==> src/rtl/register_file_pkg.sv <==
// Shared widths and bundle types for the architectural register file.
// Imported by the read ports and the register file top.
package register_file_pkg;

  localparam int REG_NUM   = 32;
  localparam int REG_WIDTH = 5;
  localparam int VAL_WIDTH = 32;
  localparam int ID_WIDTH  = 4;
  localparam int ROB_SIZE  = 1 << ID_WIDTH;

  typedef logic [REG_NUM-1:0][VAL_WIDTH-1:0] val_arr_t;
  typedef logic [REG_NUM-1:0][ID_WIDTH-1:0]  tag_arr_t;
  typedef logic [REG_NUM-1:0]                busy_arr_t;

  typedef struct packed {
    logic                 en;
    logic [REG_WIDTH-1:0] rd;
    logic [VAL_WIDTH-1:0] res;
    logic [ID_WIDTH-1:0]  lab;
  } commit_t;

endpackage

==> src/rtl/register_file_read_port.sv <==
// One combinational source-operand read port with x0 forcing
// and same-cycle commit bypass.
module rf_read_port
  import register_file_pkg::*;
(
  input  logic [REG_WIDTH-1:0] idx,
  input  val_arr_t             regs_val,
  input  tag_arr_t             regs_tag,
  input  busy_arr_t            regs_busy,
  input  commit_t              commit,
  output logic [VAL_WIDTH-1:0] val,
  output logic [ID_WIDTH-1:0]  label,
  output logic                 busy
);

  logic zero;
  logic hit;

  assign zero = ~|idx;
  assign hit  = !zero && commit.en
             && commit.rd == idx
             && regs_busy[idx]
             && regs_tag[idx] == commit.lab;

  always_comb begin
    val   = regs_val[idx];
    label = regs_tag[idx];
    busy  = regs_busy[idx];
    unique case (1'b1)
      zero: begin
        val   = '0;
        label = '0;
        busy  = 1'b0;
      end
      hit: begin
        val  = commit.res;
        busy = 1'b0;
      end
      default: ;
    endcase
  end

endmodule

==> src/rtl/register_file.sv <==
// Architectural register file with ROB rename tags,
// commit write-back and misprediction flush.
module register_file
  import register_file_pkg::*;
(
  input  logic                 clk,
  input  logic                 rst_in,
  input  logic                 rdy_in,
  input  logic                 flush_in,
  input  logic [REG_WIDTH-1:0] rs1_idx,
  input  logic [REG_WIDTH-1:0] rs2_idx,
  output logic [VAL_WIDTH-1:0] rf_val1,
  output logic [VAL_WIDTH-1:0] rf_val2,
  output logic [ID_WIDTH-1:0]  rf_label1,
  output logic [ID_WIDTH-1:0]  rf_label2,
  output logic                 rf_busy1,
  output logic                 rf_busy2,
  input  logic                 rename_en,
  input  logic [REG_WIDTH-1:0] rename_rd,
  input  logic [ID_WIDTH-1:0]  rename_tag,
  input  logic                 commit_en,
  input  logic [REG_WIDTH-1:0] commit_rd,
  input  logic [VAL_WIDTH-1:0] commit_res,
  input  logic [ID_WIDTH-1:0]  commit_lab
);

  val_arr_t  vals;
  tag_arr_t  tags;
  busy_arr_t busy;
  commit_t   commit;

  assign commit = '{
    en:  commit_en,
    rd:  commit_rd,
    res: commit_res,
    lab: commit_lab
  };

  // Later assignments win: rename beats commit clear, flush beats both.
  always_ff @(posedge clk) begin
    if (rst_in) begin
      vals <= '0;
      tags <= '0;
      busy <= '0;
    end else if (rdy_in) begin
      if (commit_en && |commit_rd) begin
        vals[commit_rd] <= commit_res;
        if (tags[commit_rd] == commit_lab)
          busy[commit_rd] <= 1'b0;
      end
      if (rename_en && |rename_rd) begin
        busy[rename_rd] <= 1'b1;
        tags[rename_rd] <= rename_tag;
      end
      if (flush_in)
        busy <= '0;
    end
  end

  rf_read_port u_rd1 (
    .idx       (rs1_idx),
    .regs_val  (vals),
    .regs_tag  (tags),
    .regs_busy (busy),
    .commit    (commit),
    .val       (rf_val1),
    .label     (rf_label1),
    .busy      (rf_busy1)
  );

  rf_read_port u_rd2 (
    .idx       (rs2_idx),
    .regs_val  (vals),
    .regs_tag  (tags),
    .regs_busy (busy),
    .commit    (commit),
    .val       (rf_val2),
    .label     (rf_label2),
    .busy      (rf_busy2)
  );

endmodule

==> config.mk <==
export PLATFORM = sky130hd
export DESIGN_NAME = register_file
export DESIGN_NICKNAME = d
export VERILOG_FILES = /design/src/rtl/register_file_pkg.sv /design/src/rtl/register_file_read_port.sv /design/src/rtl/register_file.sv
export SDC_FILE = /design/constraint.sdc
export NUM_CORES = 2
export LEC_CHECK = 0
export BUFFER_PORTS_ARGS = -buffer_cell sky130_fd_sc_hd__buf_2
export CAP_MARGIN = 40
export CORE_UTILIZATION = 55
export DETAILED_ROUTE_END_ITERATION = 16
export GPL_TIMING_DRIVEN = 0
export PLACE_DENSITY = 0.79
export SYNTH_ARGS = -nofsm -noshare
export SYNTH_HDL_FRONTEND = slang
export SYNTH_SLANG_ARGS = --single-unit
==> constraint.sdc <==
create_clock -name clk -period 5 [get_ports clk]
set_input_delay 0.5 -clock clk [delete_from_list [all_inputs] [get_ports clk]]
set_output_delay 0.5 -clock clk [all_outputs]
set_load 0.1 [all_outputs]
==> flow_summary.toml <==
[synthesis]
postSynth.asyncResetShare = 0
synth_enable_flop_cells = 0
postSynthRegisterBits = 1184
dominantRegCellSynth = "dfxtp_1"
netlist_instances = 6671
synthesis.area_mm2 = 0.0620
yosys_warnings = 0
post_synth.cell_area_avg_um2 = 9.29
synth_seq_area_share = 0.383
synth.net_count = 6737
list_of_most_frequent_post_synthesis_cells = "nand2_1, dfxtp_1, a21oi_1"
netlist_top_cells_area = "dfxtp_1, mux4_2, nand2_1"
yosys.cell_count.top_type = "nand2_1"
synth.lib_cells_used.distinct = 57
library_cell_with_the_largest_summed_area_after_synthesis = "dfxtp_1"
portion_of_synthesized_cell_area_occupied_by_the_leading_cell_type = 0.383

[sta]
rsz0062_at_grt = "true"
worst_clock_skew_ns = 0.0184
worst_margin_pin_slew_ns = 1.02
finalHoldViolCount = 0
max_transition_margin = 0.318
max_freq_ghz = 0.195
setup-tns-final_ns = -1.24
setup_viol = 27
fin_ws_ns = -0.127
layout_min_cycle_time_ns = 5.13
final_max_slew_viol_count = 0
min_period_over_period = 1.03

[grt]
overflow = 0
grt_pass1_wl_um = 369000
grt_start_max_net_pins = 20
first_global_vias = 55100
busiest_layer = "met2"
met1_capacity_usage_during_global_routing = 0.563
grtUsageMet3 = 0.223
grt_antenna_before_repair = 12
grt_use_met2 = 0.631
grt_use_total = 0.450

[cells_and_area]
post_route_cells_drive_above_1_share = 0.189
fin_cells = 8629
nNetsFinal = 7103
flow.area_growth_from_synthesis_pct = 14.0
finish.instance_area_mm2 = 0.0706

[power_and_ir_drop]
power.leakage_uw = 0.0235
combinationalPowerShare = 0.091
power.ir.vdd_worst_uv = 317
internal_power_uw = 15700
power.density_mw_per_mm2 = 302
sequentialPowerShare = 0.445
power.switching_uw = 5640
fin_total_pwr_uw = 21400
clock_power_share = 0.464
power.share.switching = 0.264

[floorplan]
ios = 140
design.core.area_mm2 = 0.111
dieWidth_um = 338
row_count = 122
die_area_mm2 = 0.114
die_height_um = 338
starting_density_of_the_core = 0.558

[clock_tree]
cts_made_buffers = 131
clk_pin_slew_worst_paths_ns = 0.06
cts.path.max_buffers = 3
h-tree-depth = 4
cts_root_buf = "clkbuf_16"
insertion_delay_ns = 0.76
clock_tree_from_tritoncts = "done"
number_of_clock_sinks = 1184

[route]
via_count = 58500
wire_length_per_cell_after_detailed_routing_um = 30.1
drt_iter0_markers = 10100
drt_pass1_iterations = 8
route.final.wire_length_um = 260000
route.detailed.drc = 0
detail_route.vias_per_cell = 6.78
antenna_left = 0

[status]
outcome = "finished, violations left"
violations = "setup timing"

[critical_path]
reg2reg_to = "busy[20]$_SDFFE_PP0P_"
reg2reg_depth = 10
critical_path.slowest_cell = "mux4_2"
setup.worst_path.class = "in -> out"
crit_path_max_incr_delay_ns = 0.62
critPathMaxFanout = 10
critPathLaunch = "rs1_idx[1]"
r2r_slack_ns = 1.50
required_ns = 4.50
critPathArrivalTime_ns = 4.63
crit_path_start_kind = "input pin"
crit_path_end_kind = "output port"
regToRegStartpoint = "tags[57]$_SDFFE_PP0P_"
cp-endpoint = "rf_val1[11]"
crit_path_cell_trace = "clkbuf_4 > buf_6 > buf_2 > buf_8 > buf_4 > clkbuf_4 > clkbuf_1 > buf_6 > mux4_2 > mux4_2 > mux2i_1 > nor2_1 > mux2_2 > buf_4"

[placed_design]
placed_cells = 8385
placed_cell_area_mm2 = 0.0657
numPortBuffers = 126
preCtsSetupSlack_ns = -1.49
place.gp.congestion = 1.07
hpwlAfterDp_um = 202000

[worst_hold_path]
min_path_type = "in -> reg"

[run]
max_cap_viol_count = 0
[critical path: cells and delay by family]
family / cells / cell delay (ns)
simple gates: 1 / 0.16
mux: 4 / 1.54
buf+inv: 9 / 2.36
[how the worst min path moves through the flow]
stage,from,endpoint,cells past startpoint
floorplan,busy[0]$_SDFFE_PP0P_,busy[0]$_SDFFE_PP0P_,2
global placement,vals[380]$_SDFFE_PP0P_,vals[380]$_SDFFE_PP0P_,2
detailed placement,vals[361]$_SDFFE_PP0P_,vals[361]$_SDFFE_PP0P_,2
CTS,rename_tag[3],tags[83]$_SDFFE_PP0P_,3
global route,rename_tag[3],tags[83]$_SDFFE_PP0P_,3
finish,rename_tag[2],tags[82]$_SDFFE_PP0P_,3
[metrics by stage]
step | util | hold slack [ns]
global placement | 0.580 | 0.448
global route | 0.636 | 0.0912
finish | 0.636 | 0.0968
CTS | 0.634 | 0.0639
detailed placement | 0.591 | 0.457
floorplan | - | 0.417
[power by group through the flow]
stage	registers (uW)	logic (uW)	clock network, uW
CTS	9500	1840	9810
floorplan	9700	1040	0
global placement	9710	1710	0
global route	9500	1960	10200
finish	9500	1950	9900
detailed placement	9710	1820	0
[routing by layer]
layer	part of all wire	up-vias
met5	0.00075	-
met4	0.065	16
met3	0.18	991
met2	0.41	5089
met1	0.34	28100
li1	-	24300
[repair_timing]
| action | in CTS | in global routing |
|---|---|---|
| pin swaps | 4 | 2 |
| endpoints found under the setup margin | 66 | 63 |
| cloned | 0 | 0 |
| resized for setup | 149 | 82 |
| hold endpoints to repair | 1 | 0 |
| hold buffers | 1 | 0 |
| setup buffers | 5 | 0 |
[area by class of cell]
type	instances	area [um^2]
clock inverters	46	537
diodes	9	22.5
repair buffers	234	2170
flip-flops and latches	1184	23700
well taps	1488	1860
multi-input cells	4804	35700
inverters	5	18.8
fillers	9066	40500
clock buffers	182	3750
plain buffers	677	2870
[layout by cell type, fill, tap and decap left out, drive strengths merged, types with 9 or more instances in the layout]
master	n
clkbuf	774
inv	10
mux4	711
nor2b	54
a21oi	1092
buf	318
mux2i	195
xor2	13
nand2	2153
mux2	69
o211ai	23
nand2b	10
nor3	9
nand3	29
nor2	200
nand4	14
dfxtp	1184
o21ai	88
clkinv	29
diode	9
o311ai	32
a22oi	33
[cells by family (layout without fill, tap and decap cells)]
group,Yosys count,after routing,share of synthesized area
DFF,1184,1184,0.383
muxes,975,975,0.302
AOI/OAI and AO/OA,1301,1301,0.111
other,0,9,0
xor gates and xnor gates,21,21,0.00297
and+or+nand+nor,2507,2507,0.158
buffers and inverters,683,1144,0.0429
[flip-flops by register name (all words and copies together) (netlist names)]
register  flops
vals       1024
busy         32
tags        128
(Power assumes the default switching activity.)
